$ cat src/rtl/coalescing_write_buffer.sv
// coalescing_write_buffer
//   Circular write buffer for dirty-victim writebacks. A new write to an
//   address already queued (and not at the head) overwrites that entry's
//   data instead of allocating. The head entry drains to memory whenever
//   no demand-miss read is in progress. Queued data is visible to loads
//   through a combinational lookup port.
//
// Ports
//   clk                      single clock, rising edge
//   n_rst                    asynchronous reset, active HIGH despite the name
//   enq_wen/enq_addr/enq_data  write request
//   miss_ren                 demand miss in progress, holds off draining
//   mem_wait                 memory busy, head is not popped while high
//   mem_wen/mem_addr/mem_data  drain request carrying the head entry
//   lookup_addr/lookup_hit/lookup_data  store-to-load forwarding
//   empty/full/count         occupancy, all from registered state
//   overflow                 one-cycle pulse after a dropped write
module coalescing_write_buffer #(
  parameter int ADDR_W = 32,
  parameter int DATA_W = 32,
  parameter int DEPTH  = 4
) (
  input  logic                       clk,
  input  logic                       n_rst,
  input  logic                       enq_wen,
  input  logic [ADDR_W-1:0]          enq_addr,
  input  logic [DATA_W-1:0]          enq_data,
  input  logic                       miss_ren,
  input  logic                       mem_wait,
  output logic                       mem_wen,
  output logic [ADDR_W-1:0]          mem_addr,
  output logic [DATA_W-1:0]          mem_data,
  input  logic [ADDR_W-1:0]          lookup_addr,
  output logic                       lookup_hit,
  output logic [DATA_W-1:0]          lookup_data,
  output logic                       empty,
  output logic                       full,
  output logic [$clog2(DEPTH):0]     count,
  output logic                       overflow
);

  localparam int PW = $clog2(DEPTH);
  localparam int CW = PW + 1;

  logic [DEPTH-1:0]  valid_q, valid_d;
  logic [ADDR_W-1:0] addr_q [DEPTH];
  logic [ADDR_W-1:0] addr_d [DEPTH];
  logic [DATA_W-1:0] data_q [DEPTH];
  logic [DATA_W-1:0] data_d [DEPTH];
  logic [PW-1:0]     head_q, head_d, tail_q, tail_d;
  logic [CW-1:0]     count_q, count_d;
  logic              overflow_q, overflow_d;

  logic              pop, alloc, coal;
  logic [PW-1:0]     coal_idx, lk_idx;

  assign empty    = (count_q == '0);
  assign full     = (count_q == CW'(DEPTH));
  assign count    = count_q;
  assign overflow = overflow_q;
  assign mem_wen  = !empty && !miss_ren;
  assign mem_addr = addr_q[head_q];
  assign mem_data = data_q[head_q];
  assign pop      = mem_wen && !mem_wait;

  // The head is excluded from coalescing: it may already be on the memory
  // bus, so its data must not change underneath an in-flight write.
  // Only the head plus one younger entry can share an address, so at most
  // one non-head entry can match here.
  always_comb begin
    coal     = 1'b0;
    coal_idx = '0;
    for (int i = 0; i < DEPTH; i++) begin
      if (valid_q[i] && (addr_q[i] == enq_addr) && (PW'(i) != head_q)) begin
        coal     = 1'b1;
        coal_idx = PW'(i);
      end
    end
  end

  assign alloc = enq_wen && !coal && !full;

  always_comb begin
    valid_d    = valid_q;
    addr_d     = addr_q;
    data_d     = data_q;
    head_d     = head_q;
    tail_d     = tail_q;
    overflow_d = 1'b0;
    if (enq_wen && coal) begin
      data_d[coal_idx] = enq_data;
    end
    if (alloc) begin
      valid_d[tail_q] = 1'b1;
      addr_d[tail_q]  = enq_addr;
      data_d[tail_q]  = enq_data;
      tail_d          = tail_q + 1'b1;
    end
    // Fullness is judged before this edge's pop, so a write arriving while
    // full is dropped even if a slot frees up on the same edge.
    if (enq_wen && !coal && full) begin
      overflow_d = 1'b1;
    end
    if (pop) begin
      valid_d[head_q] = 1'b0;
      head_d          = head_q + 1'b1;
    end
    count_d = count_q + CW'(alloc) - CW'(pop);
  end

  // Walk from head towards tail so the last match seen is the youngest.
  always_comb begin
    lookup_hit  = 1'b0;
    lookup_data = '0;
    lk_idx      = '0;
    for (int i = 0; i < DEPTH; i++) begin
      lk_idx = head_q + PW'(i);
      if (valid_q[lk_idx] && (addr_q[lk_idx] == lookup_addr)) begin
        lookup_hit  = 1'b1;
        lookup_data = data_q[lk_idx];
      end
    end
  end

  always_ff @(posedge clk or posedge n_rst) begin
    if (n_rst) begin
      valid_q    <= '0;
      head_q     <= '0;
      tail_q     <= '0;
      count_q    <= '0;
      overflow_q <= 1'b0;
      for (int i = 0; i < DEPTH; i++) begin
        addr_q[i] <= '0;
        data_q[i] <= '0;
      end
    end else begin
      valid_q    <= valid_d;
      head_q     <= head_d;
      tail_q     <= tail_d;
      count_q    <= count_d;
      overflow_q <= overflow_d;
      for (int i = 0; i < DEPTH; i++) begin
        addr_q[i] <= addr_d[i];
        data_q[i] <= data_d[i];
      end
    end
  end

endmodule

$ cat config.mk
export PLATFORM = sky130hd
export DESIGN_NAME = coalescing_write_buffer
export DESIGN_NICKNAME = d
export VERILOG_FILES = /design/src/rtl/coalescing_write_buffer.sv
export SDC_FILE = /design/constraint.sdc
export NUM_CORES = 1
export LEC_CHECK = 0
export CORE_MARGIN = 10
export CORE_UTILIZATION = 60
export DETAILED_ROUTE_END_ITERATION = 7
export PLACE_DENSITY = 0.8
export SLEW_MARGIN = 10
export SYNTH_ARGS = -nofsm -noshare
export SYNTH_HDL_FRONTEND = slang
export SYNTH_SLANG_ARGS = --single-unit
export TNS_END_PERCENT = 50
$ cat constraint.sdc
create_clock -name clk -period 14.5 [get_ports clk]
set_clock_uncertainty 0.1 [all_clocks]
set_input_delay 2.9 -clock clk [delete_from_list [all_inputs] [get_ports clk]]
set_output_delay 2.9 -clock clk [all_outputs]
set_load 0.005 [all_outputs]
==> flow_metrics.tcl <==
set metrics [dict create \
    syn-num-nets 1765 \
    yosysMostFrequentCell "dfrtp_1" \
    maxSlewViolCount 0 \
    wl_per_cell_um 29.7 \
    ys_warn_count 0 \
    cp_slowest_cell "dfrtp_4" \
    tns_ns 0 \
    first_pass_iters 5 \
    clockRootBuffer "clkbuf_16" \
    setup_viol 0 \
    portBuffers 204 \
    hold_slack_ns 0.465 \
    grt.total_usage_pct 29.9 \
    die_w_um 207 \
    crit_start "head_q[1]$_DFFE_PP0P_" \
    insertion_delay_ns 0.57 \
    synth_area_leader_cell "dfrtp_1" \
    yosysSeqAreaShare_pct 31.9 \
    critPathKind "reg2out" \
    gp_congestion 1.04 \
    die_height_um 207 \
    utilization_pct 69.4 \
    ctsHoldBuffers 0 \
    async_reset_ff_share_pct 100 \
    ys_top_cells_by_count "dfrtp_1, mux2_2, mux4_2" \
    grt_overflow 0 \
    min_from "data_q[90]$_DFF_PP0_" \
    grt_max_degree 128 \
    total_leakage_power_nw 8.86 \
    drive_above_1_share_pct 31.2 \
    rows 68 \
    synthCells 1653 \
    wl_um 66100 \
    fin_nets 1858 \
    switchingPower_mw 2.81 \
    vias 15800 \
    synth_ff_type "dfrtp_1" \
    dp_hpwl_um 47400 \
    netlist_area_sq_um 21000 \
    htree_levels 1 \
    fin_crit_sh_pct 72.1 \
    critPathMaxStageDelay_ns 0.97 \
    p_sw_share_pct 41.6 \
    power-per-cell-area_nw_per_um2 282 \
    setup.worst_path.end_class "output pin" \
    fin_area_sq_um 24000 \
    cp.buffers_inverters 3 \
    cts_made_buffers 30 \
    die_area_sq_um 42900 \
    grt_setup_unrepaired "false" \
    cts_sinks 268 \
    p_clk_share_pct 11.3 \
    ys_top_cells_by_area "dfrtp_1, mux4_2, mux2_2" \
    antenna_found_initial 6 \
    start_util_pct 60.8 \
    maxCapViolations 0 \
    cp_max_fo 62 \
    crit_arrival_ns 7.46 \
    ctsLongestPathBuffers 3 \
    r2r_start "head_q[0]$_DFFE_PP0P_" \
    synth_top_area_share_pct 31.9 \
    p_int_mw 3.96 \
    seq_power_share_pct 26.1 \
    avgSynthCellArea_sq_um 12.7 \
    cpLargestDelayFamily "simple AND/OR/NAND/NOR gates" \
    place_area_sq_um 23000 \
    ant_nets 0 \
    worstPathCellList "inv_1 -> ha_4 -> buf_4 -> mux4_2 -> xor2_1 -> nor4_1 -> nand4_1 -> or4_4 -> and2_2 -> a32oi_1 -> clkdlybuf4s50_1" \
    period_minus_slack_ns 10.46 \
    worst_pin_slew_ns 1.13 \
    worstPathRequired_ns 11.50 \
    num_io_pins 205 \
    slew_headroom_pct 23.8 \
    core-area_sq_um 34500 \
    grt_pass1_vias 15700 \
    critical_path.startpoint_type "flip-flop" \
    path_clk_slew_ns 0.06 \
    via_per_inst 7.10 \
    cts_tree "yes" \
    postCtsSetupRepairBufs 0 \
    syn2layout_area_growth_pct 14.2 \
    status "complete, no violations" \
    ctsResizeCount 0 \
    ys_ff_latch 268 \
    peakVddDrop_uv 161 \
    synth_edf_count 0 \
    finalHoldViolCount 0 \
    total_power_mw 6.77 \
    drtIter0Drc 1826 \
    grt_pass1_wl_um 102000 \
    drc_errors 0 \
    synth_cell_types 61 \
    p_comb_share_pct 62.6 \
    fmax_ghz 0.0956 \
    hp-class "reg2reg" \
]
## final timing paths
kind                                        end  slack, ns  cells after the start
max in group asynchronous  data_q[36]$_DFF_PP0_       9.93                      3
max reg2reg                  count[2]$_DFF_PP0_       8.98                     15
min in group asynchronous  data_q[26]$_DFF_PP0_       2.81                      2
min                        data_q[90]$_DFF_PP0_       0.47                      1
max                             lookup_data[31]       4.04                     11
min reg2reg                data_q[90]$_DFF_PP0_       0.47                      1
## routing by layer
metal	global-route usage [%]	vias up	share of wire (%)
li1	-	6585	-
met1	41.3	8215	40
met2	46.4	886	47
met3	6.75	116	9.9
met4	8.53	4	3.2
met5	0	-	0.044
## metrics by stage
step,worst slack (ns),cells
floorplan,4.12,1653
global placement,4.03,2169
detailed placement,3.94,2169
CTS,3.81,2223
global route,3.77,2227
finish,4.04,2227
## worst reg2reg max path, cell delays in order (launching register included)
cell and delay, ns:
dfrtp_4 0.83, buf_4 0.78, buf_4 0.84, ha_1 0.32, nor4_1 0.06, nand3_1 0.12, nand3b_1 0.17, nor4b_2 0.87
inv_1 0.11, ha_1 0.30, inv_1 0.06, ha_1 0.12, inv_1 0.05, fa_1 0.40, xnor2_1 0.15, xnor2_1 0.13
## power by group through the flow
stage / Clock, mW / Sequential, mW / Combinational (mW)
global placement: 0 / 1.69 / 4.15
floorplan: 0 / 1.50 / 3.13
finish: 0.766 / 1.76 / 4.24
CTS: 0.772 / 1.74 / 4.22
detailed placement: 0 / 1.75 / 4.19
global route: 0.804 / 1.83 / 4.47
## cells in the final DEF, fill, tap and decap left out, drive strengths merged, types with 3 or more instances in the layout
cell and n:
a32oi 33, o2bb2ai 3, a21oi 12, clkinv 7
dfrtp 268, diode 4, and2 3, a211oi 5
xnor2 180, o22ai 7, xor2 68, a2111oi 3
inv 22, ha 10, nand4 42, mux2i 73
a211o 3, a22oi 8, clkinvlp 3, nor3 7
buf 24, mux2 257, nor4 23, mux4 224
a31o 3, nor2 13, or4b 31, clkbuf 41
nand3 12, o21ai 47, nand2 96, clkdlybuf4s50 204
o2111ai 3, o221ai 5
## state kept, by name, indices dropped and copies added (netlist names)
register / flops
overflow: 1
tail_q: 2
valid_q: 4
addr_q: 128
data_q: 128
count: 3
head_q: 2
## logic make-up after synthesis
kind of cell    after synthesis  synth area share (%)
mux                         554                  41.3
flops                       268                  31.9
xor+xnor                    248                  10.3
simple gates                240                  6.39
buf+inv                     188                  4.49
compound gates              144                  4.84
fa+ha+maj                    11                 0.691
## area by class of cell
cell class	instances	area [sq um]
clock inverter	13	130
timing repair buffer	228	2220
antenna	4	10.0
tap	455	569
clock buffer	41	863
multi-input combinational	1197	13400
fill	2495	10600
sequential	268	6710
inverter	21	86.3
Power figures use the tool's default switching activity.
